### src/rtl/alu_op_sequencer_pkg.sv
// Shared execute-stage constants: ALU opcodes, sequencer state encoding, flag bundle.
// Also used by the other execute units that reuse alu_seq_outreg.
package alu_op_sequencer_pkg;

  localparam int OP_WIDTH = 5;

  localparam logic [OP_WIDTH-1:0] OP_NOP        = 5'h00;
  localparam logic [OP_WIDTH-1:0] OP_ADD        = 5'h01;
  localparam logic [OP_WIDTH-1:0] OP_SUB        = 5'h02;
  localparam logic [OP_WIDTH-1:0] OP_AND        = 5'h03;
  localparam logic [OP_WIDTH-1:0] OP_OR         = 5'h04;
  localparam logic [OP_WIDTH-1:0] OP_XOR        = 5'h05;
  localparam logic [OP_WIDTH-1:0] OP_MOV        = 5'h06;
  localparam logic [OP_WIDTH-1:0] OP_ACCUMBYTES = 5'h07;

  localparam logic [0:0] ST_IDLE  = 1'b0;
  localparam logic [0:0] ST_ACCUM = 1'b1;

  // ACCUMBYTES runs at cycle counts 0..3; count 3 produces the final sum.
  localparam int ACCUM_LAST_CNT = 3;

  typedef struct packed {
    logic z;
    logic c;
    logic v;
    logic n;
  } alu_flags_t;

  function automatic logic is_listed_op(input logic [OP_WIDTH-1:0] op);
    return op <= OP_ACCUMBYTES;
  endfunction

endpackage

### src/rtl/alu_seq_outreg.sv
// Hold-gated result/flag register with a one-cycle valid pulse; latency 1.
// While hold_i is high nothing changes, so a pending valid stays asserted.
module alu_seq_outreg
  import alu_op_sequencer_pkg::*;
#(
  parameter int DATA_W = 40
) (
  input  logic              clk,
  input  logic              rst,
  input  logic              hold_i,
  input  logic              load_i,
  input  logic [DATA_W-1:0] result_i,
  input  alu_flags_t        flags_i,
  output logic [DATA_W-1:0] result_o,
  output alu_flags_t        flags_o,
  output logic              valid_o
);

  logic [DATA_W-1:0] result_q;
  alu_flags_t        flags_q;
  logic              valid_q;

  always_ff @(posedge clk or posedge rst) begin
    if (rst) begin
      result_q <= '0;
      flags_q  <= '0;
      valid_q  <= 1'b0;
    end else if (!hold_i) begin
      valid_q <= load_i;
      if (load_i) begin
        result_q <= result_i;
        flags_q  <= flags_i;
      end
    end
  end

  assign result_o = result_q;
  assign flags_o  = flags_q;
  assign valid_o  = valid_q;

endmodule

### src/rtl/alu_op_sequencer.sv
// ALU front end: single-cycle ops (latency 1) and the 4-cycle ACCUMBYTES reduction; stalls decode
// during ACCUM or downstream hold. ALU_SEQ_ILLEGAL_OP_TRAP_EN adds controlOutIllegalOp.
module alu_op_sequencer
  import alu_op_sequencer_pkg::*;
#(
  parameter int DATA_W = 40,
  parameter int OP_W   = 5,
  parameter int CNT_W  = 3
) (
  input  logic              clk,
  input  logic              rst,
  input  logic              controlInIssueValid,
  input  logic [OP_W-1:0]   controlInIssueOp,
  input  logic [1:0]        controlInIssueShiftDir,
  input  logic [DATA_W-1:0] dataInOpA,
  input  logic [DATA_W-1:0] dataInOpB,
  input  logic              controlInHold,
  output logic              controlOutStall,
  output logic [DATA_W-1:0] dataOutALUa,
  output logic [DATA_W-1:0] dataOutALUb,
  output logic [OP_W-1:0]   controlOutALUop,
  output logic [1:0]        controlOutALUshiftDir,
  output logic [CNT_W-1:0]  controlOutALUCycleCnt,
  input  logic [DATA_W-1:0] dataInALUresult,
  input  logic              controlInAluZ,
  input  logic              controlInAluC,
  input  logic              controlInAluV,
  input  logic              controlInAluN,
  output logic [DATA_W-1:0] dataOutResult,
  output logic              controlOutResultValid,
  output logic              controlOutZ,
  output logic              controlOutC,
  output logic              controlOutV,
  output logic              controlOutN
`ifdef ALU_SEQ_ILLEGAL_OP_TRAP_EN
  ,
  output logic              controlOutIllegalOp
`endif
);

  localparam logic [OP_W-1:0]  ACCUM_OP = OP_W'(OP_ACCUMBYTES);
  localparam logic [CNT_W-1:0] LAST_CNT = CNT_W'(ACCUM_LAST_CNT);

  logic [0:0]        state_q, state_d;
  logic [CNT_W-1:0]  cnt_q, cnt_d;
  logic [DATA_W-1:0] a_q, a_d;

  logic       accept;
  logic       issue_is_accum;
  logic       accum_last;
  logic       load_result;
  alu_flags_t alu_flags;
  alu_flags_t out_flags;

  assign accept         = (state_q == ST_IDLE) && controlInIssueValid && !controlInHold;
  assign issue_is_accum = (controlInIssueOp == ACCUM_OP);
  assign accum_last     = (state_q == ST_ACCUM) && (cnt_q == LAST_CNT);
  assign load_result    = (accept && !issue_is_accum) || accum_last;

  assign controlOutStall = controlInHold || (state_q == ST_ACCUM);

  always_comb begin
    dataOutALUa           = dataInOpA;
    dataOutALUb           = dataInOpB;
    controlOutALUop       = controlInIssueOp;
    controlOutALUshiftDir = controlInIssueShiftDir;
    controlOutALUCycleCnt = '0;
    if (state_q == ST_ACCUM) begin
      // Partial sum loops back through operand A; B is consumed in the first pass.
      dataOutALUa           = a_q;
      dataOutALUb           = '0;
      controlOutALUop       = ACCUM_OP;
      controlOutALUshiftDir = 2'b00;
      controlOutALUCycleCnt = cnt_q;
    end
  end

  always_comb begin
    state_d = state_q;
    cnt_d   = cnt_q;
    a_d     = a_q;
    if (state_q == ST_IDLE) begin
      if (accept && issue_is_accum) begin
        state_d = ST_ACCUM;
        cnt_d   = CNT_W'(1);
        a_d     = dataInALUresult;
      end
    end else if (cnt_q == LAST_CNT) begin
      state_d = ST_IDLE;
      cnt_d   = '0;
    end else begin
      cnt_d = cnt_q + CNT_W'(1);
      a_d   = dataInALUresult;
    end
  end

  always_ff @(posedge clk or posedge rst) begin
    if (rst) begin
      state_q <= ST_IDLE;
      cnt_q   <= '0;
      a_q     <= '0;
    end else if (!controlInHold) begin
      state_q <= state_d;
      cnt_q   <= cnt_d;
      a_q     <= a_d;
    end
  end

  assign alu_flags = '{z: controlInAluZ, c: controlInAluC, v: controlInAluV, n: controlInAluN};

  alu_seq_outreg #(
    .DATA_W(DATA_W)
  ) u_outreg (
    .clk     (clk),
    .rst     (rst),
    .hold_i  (controlInHold),
    .load_i  (load_result),
    .result_i(dataInALUresult),
    .flags_i (alu_flags),
    .result_o(dataOutResult),
    .flags_o (out_flags),
    .valid_o (controlOutResultValid)
  );

  assign controlOutZ = out_flags.z;
  assign controlOutC = out_flags.c;
  assign controlOutV = out_flags.v;
  assign controlOutN = out_flags.n;

`ifdef ALU_SEQ_ILLEGAL_OP_TRAP_EN
  logic illegal_q, illegal_d;

  // Only single-cycle issues can carry an unlisted opcode; ACCUMBYTES is listed.
  assign illegal_d = accept && !issue_is_accum && !is_listed_op(controlInIssueOp[OP_WIDTH-1:0]);

  always_ff @(posedge clk or posedge rst) begin
    if (rst) begin
      illegal_q <= 1'b0;
    end else if (!controlInHold) begin
      illegal_q <= illegal_d;
    end
  end

  assign controlOutIllegalOp = illegal_q;
`endif

endmodule

### config.mk
export PLATFORM = sky130hd
export DESIGN_NAME = alu_op_sequencer
export DESIGN_NICKNAME = d
export VERILOG_FILES = /design/src/rtl/alu_op_sequencer_pkg.sv /design/src/rtl/alu_seq_outreg.sv /design/src/rtl/alu_op_sequencer.sv
export SDC_FILE = /design/constraint.sdc
export NUM_CORES = 1
export LEC_CHECK = 0
export CORE_ASPECT_RATIO = 1.75
export CORE_MARGIN = 1
export CORE_UTILIZATION = 33
export DETAILED_ROUTE_END_ITERATION = 7
export PLACE_DENSITY_LB_ADDON = 0.3
export SYNTH_ARGS = -nofsm -noshare
export SYNTH_HDL_FRONTEND = slang
export SYNTH_SLANG_ARGS = --single-unit
### constraint.sdc
create_clock -name clk -period 2.51 [get_ports clk]
set_input_delay 0.251 -clock clk [delete_from_list [all_inputs] [get_ports clk]]
set_output_delay 0.251 -clock clk [all_outputs]
set_load 0.01 [all_outputs]
==> metrics.md <==
| Metric | Value |
|---|---|
| Synth cell types | 23 |
| DP Area | 7160 sq um |
| Slew HR | 53.5% |
| Global-route wire length before repair | 18900 microns |
| Vias per cell | 4.64 |
| Placed Cells incl. Taps | 733 |
| GRT Resource Usage Total | 18.8% |
| Crit end category | output port |
| Chip Height | 152 microns |
| Yosys warns | 0 |
| Layout overhead on the synthesized area | 75.1% |
| Critical Path RT | 2260 ps |
| Post-layout min period | 2270 ps |
| Fin util | 59.7% |
| Final setup TNS | 0 ps |
| Seq cells post-synth | 89 |
| Synthesized cell area | 4260 sq um |
| Status | finished, final reports clean |
| Grt met3 use | 5.80% |
| Fin crit share | 90.5% |
| Top Ports | 271 |
| Chip Width | 87.9 microns |
| H-tree levels | 3 |
| Worst hold path type | input pin to asynchronous set/reset pin |
| Design Power | 7000 uW |
| Final Skew | 3.32 ps |
| Fmax | 0.440 GHz |
| # rows | 54 |
| Crit Path Category | flip-flop to output port |
| Nets@finish | 712 |
| Clk Latency, worst-skew pair | 330 ps |
| Most area-hungry cell type in the Yosys netlist | dfrtp_1 |
| Finished Layout Cells | 747 |
| Cell area after layout | 7460 sq um |
| Seq/Total Area, Yosys | 52.3% |
| Vias | 3465 |
| Number of max-cap violations | 0 |
| Post-CTS Setup Bufs | 0 |
| Total grt overflow | 0 |
| Mapped Cells | 307 |
| Final wirelength | 12400 microns |
| Post-DP HPWL | 9580 microns |
| Layer with the highest usage | met2 |
| Worst slew pin tran | 697 ps |
| PD cells | 939 nW/um^2 |
| Wire length per cell | 16.5 microns |
| Final GP Congestion | 0.761 |
| Mapped Nets | 443 |
| Hold_buf cts | 0 |
| Met2 Use GR | 36.0% |
| Ant diodes | 0 |
| Clock transition at path regs | 60 ps |
| Peak supply drop | 0.000469 V |
| Most common cell after layout, fill and taps aside | clkdlybuf4s50_1 |
| Cts bufs inserted | 9 |
| Die area | 13400 sq um |
| Initial DRC count | 98 |
| Critical Path Source Type | flip-flop |
| Final Hold Fails | 0 |
| Max clock buf depth | 2 |
| CTS Root Cell | clkbuf_16 |
| Most frequent cells in the layout | clkdlybuf4s50_1, mux2_2, dfrtp_1, nor2b_1, mux2_1 |
| Final setup viols | 0 |
| GRT met1 Usage | 17.5% |
| DRC viols | 0 |
| Count of pins over their slew limit | 0 |
| Initial antenna violation count | 0 |
| Post-route ant nets | 0 |
| Largest net degree at the start of global routing | 56 |
| Max FO, Critical Path | 47 |
| Total core area | 12500 sq um |
| PostCTS Resize Cnt | 0 |
| Port bufs | 270 |
| Area contributors post-synth | dfrtp_1, mux2_2, nor2b_1 |
| Vias in the first global route | 3697 |
| CTS tree | built |
| Syn_area_per_cell | 13.9 sq um |
| Yosys top cell area share | 52.3% |
| Layout cells sized above 1 | 24.9% |
| Starting density of the core | 34.1% |
| RSZ-0062 raised after global routing | no |
| CTS Sinks | 89 |
| TritonRoute pass-1 iters | 4 |
| Critical Path AT | 2020 ps |
| Leakage | 0.00300 uW |
[report_power, final]
| group | leakage, uW | switching, uW | internal [uW] | total, uW |
|---|---|---|---|---|
| logic | 0.00180 | 1150 | 2020 | 3170 |
| clock network | 0.000148 | 507 | 857 | 1360 |
| registers | 0.00106 | 384 | 2080 | 2470 |
[logic make-up after synthesis]
logic type / Yosys count / synth area share [%]
compound gates: 10 / 2.23
fa+ha+maj: 1 / 0.294
flops: 89 / 52.3
mux: 124 / 32.8
simple gates: 61 / 8.96
buf+inv: 22 / 3.44
[metal layers]
| metal | wire (microns) | part of all wire (%) |
|---|---|---|
| met5 | 0 | 0 |
| met4 | 369 | 3.0 |
| met3 | 1050 | 8.5 |
| met2 | 6960 | 56 |
| met1 | 3970 | 32 |
[per-stage QoR]
step	setup WS, ps	hold WS, ps
final	238	396
after global routing	146	437
after CTS	204	402
after detailed placement	312	472
after global placement	348	466
after floorplan	866	364
[layout make-up]
type                    count  area (sq um)
fillers                  1041          5040
repair buffers            277          2820
flip-flops and latches     89          2230
multi-input cells         196          1890
clock buffers              10           229
well taps                 168           210
clock inverters             4          70.1
inverters                   3          15.0
[sequential cells by signal, indices dropped and copies added, names as in the netlist]
name	cells
state_q	1
u_outreg.result_o	40
u_outreg.valid_o	1
cnt_q	3
u_outreg.flags_o	4
a_q	40
[Yosys cell counts]
cell type,n
mux2_1,12
a21boi_2,1
and4bb_2,1
buf_2,3
o21a_1,1
mux2_2,112
or2_2,4
a21oi_1,2
a21oi_4,1
buf_6,8
clkbuf_1,8
o21ai_2,1
nand2_1,6
nand4b_2,1
dfrtp_1,89
o211ai_4,1
nor2b_1,46
a31oi_1,1
ha_1,1
inv_1,3
a41oi_1,1
o21ai_0,1
and2_1,3
[critical path: stages, from the launching register on]
cell and delay [ps]:
dfrtp_4 570, buf_12 250, mux2_2 370, clkdlybuf4s50_1 480
[path summary, 6_finish.rpt]
check / startpoint / to / slack, ps / cells past startpoint
worst max-delay path: state_q$_DFFE_PP0N_ / dataOutALUa[16] / 240 / 3
worst min-delay path: rst / a_q[14]$_DFFE_PP0P_ / 400 / 3
worst max register to register: state_q$_DFFE_PP0N_ / u_outreg.flags_o[1]$_DFFE_PP0P_ / 650 / 5
worst min register to register: u_outreg.valid_o$_DFFE_PP0N_ / u_outreg.valid_o$_DFFE_PP0N_ / 490 / 2
max in group asynchronous: rst / state_q$_DFFE_PP0N_ / 1470 / 3
min in group clk: u_outreg.valid_o$_DFFE_PP0N_ / u_outreg.valid_o$_DFFE_PP0N_ / 490 / 2
No activity file was read; power rests on OpenSTA's default activity.
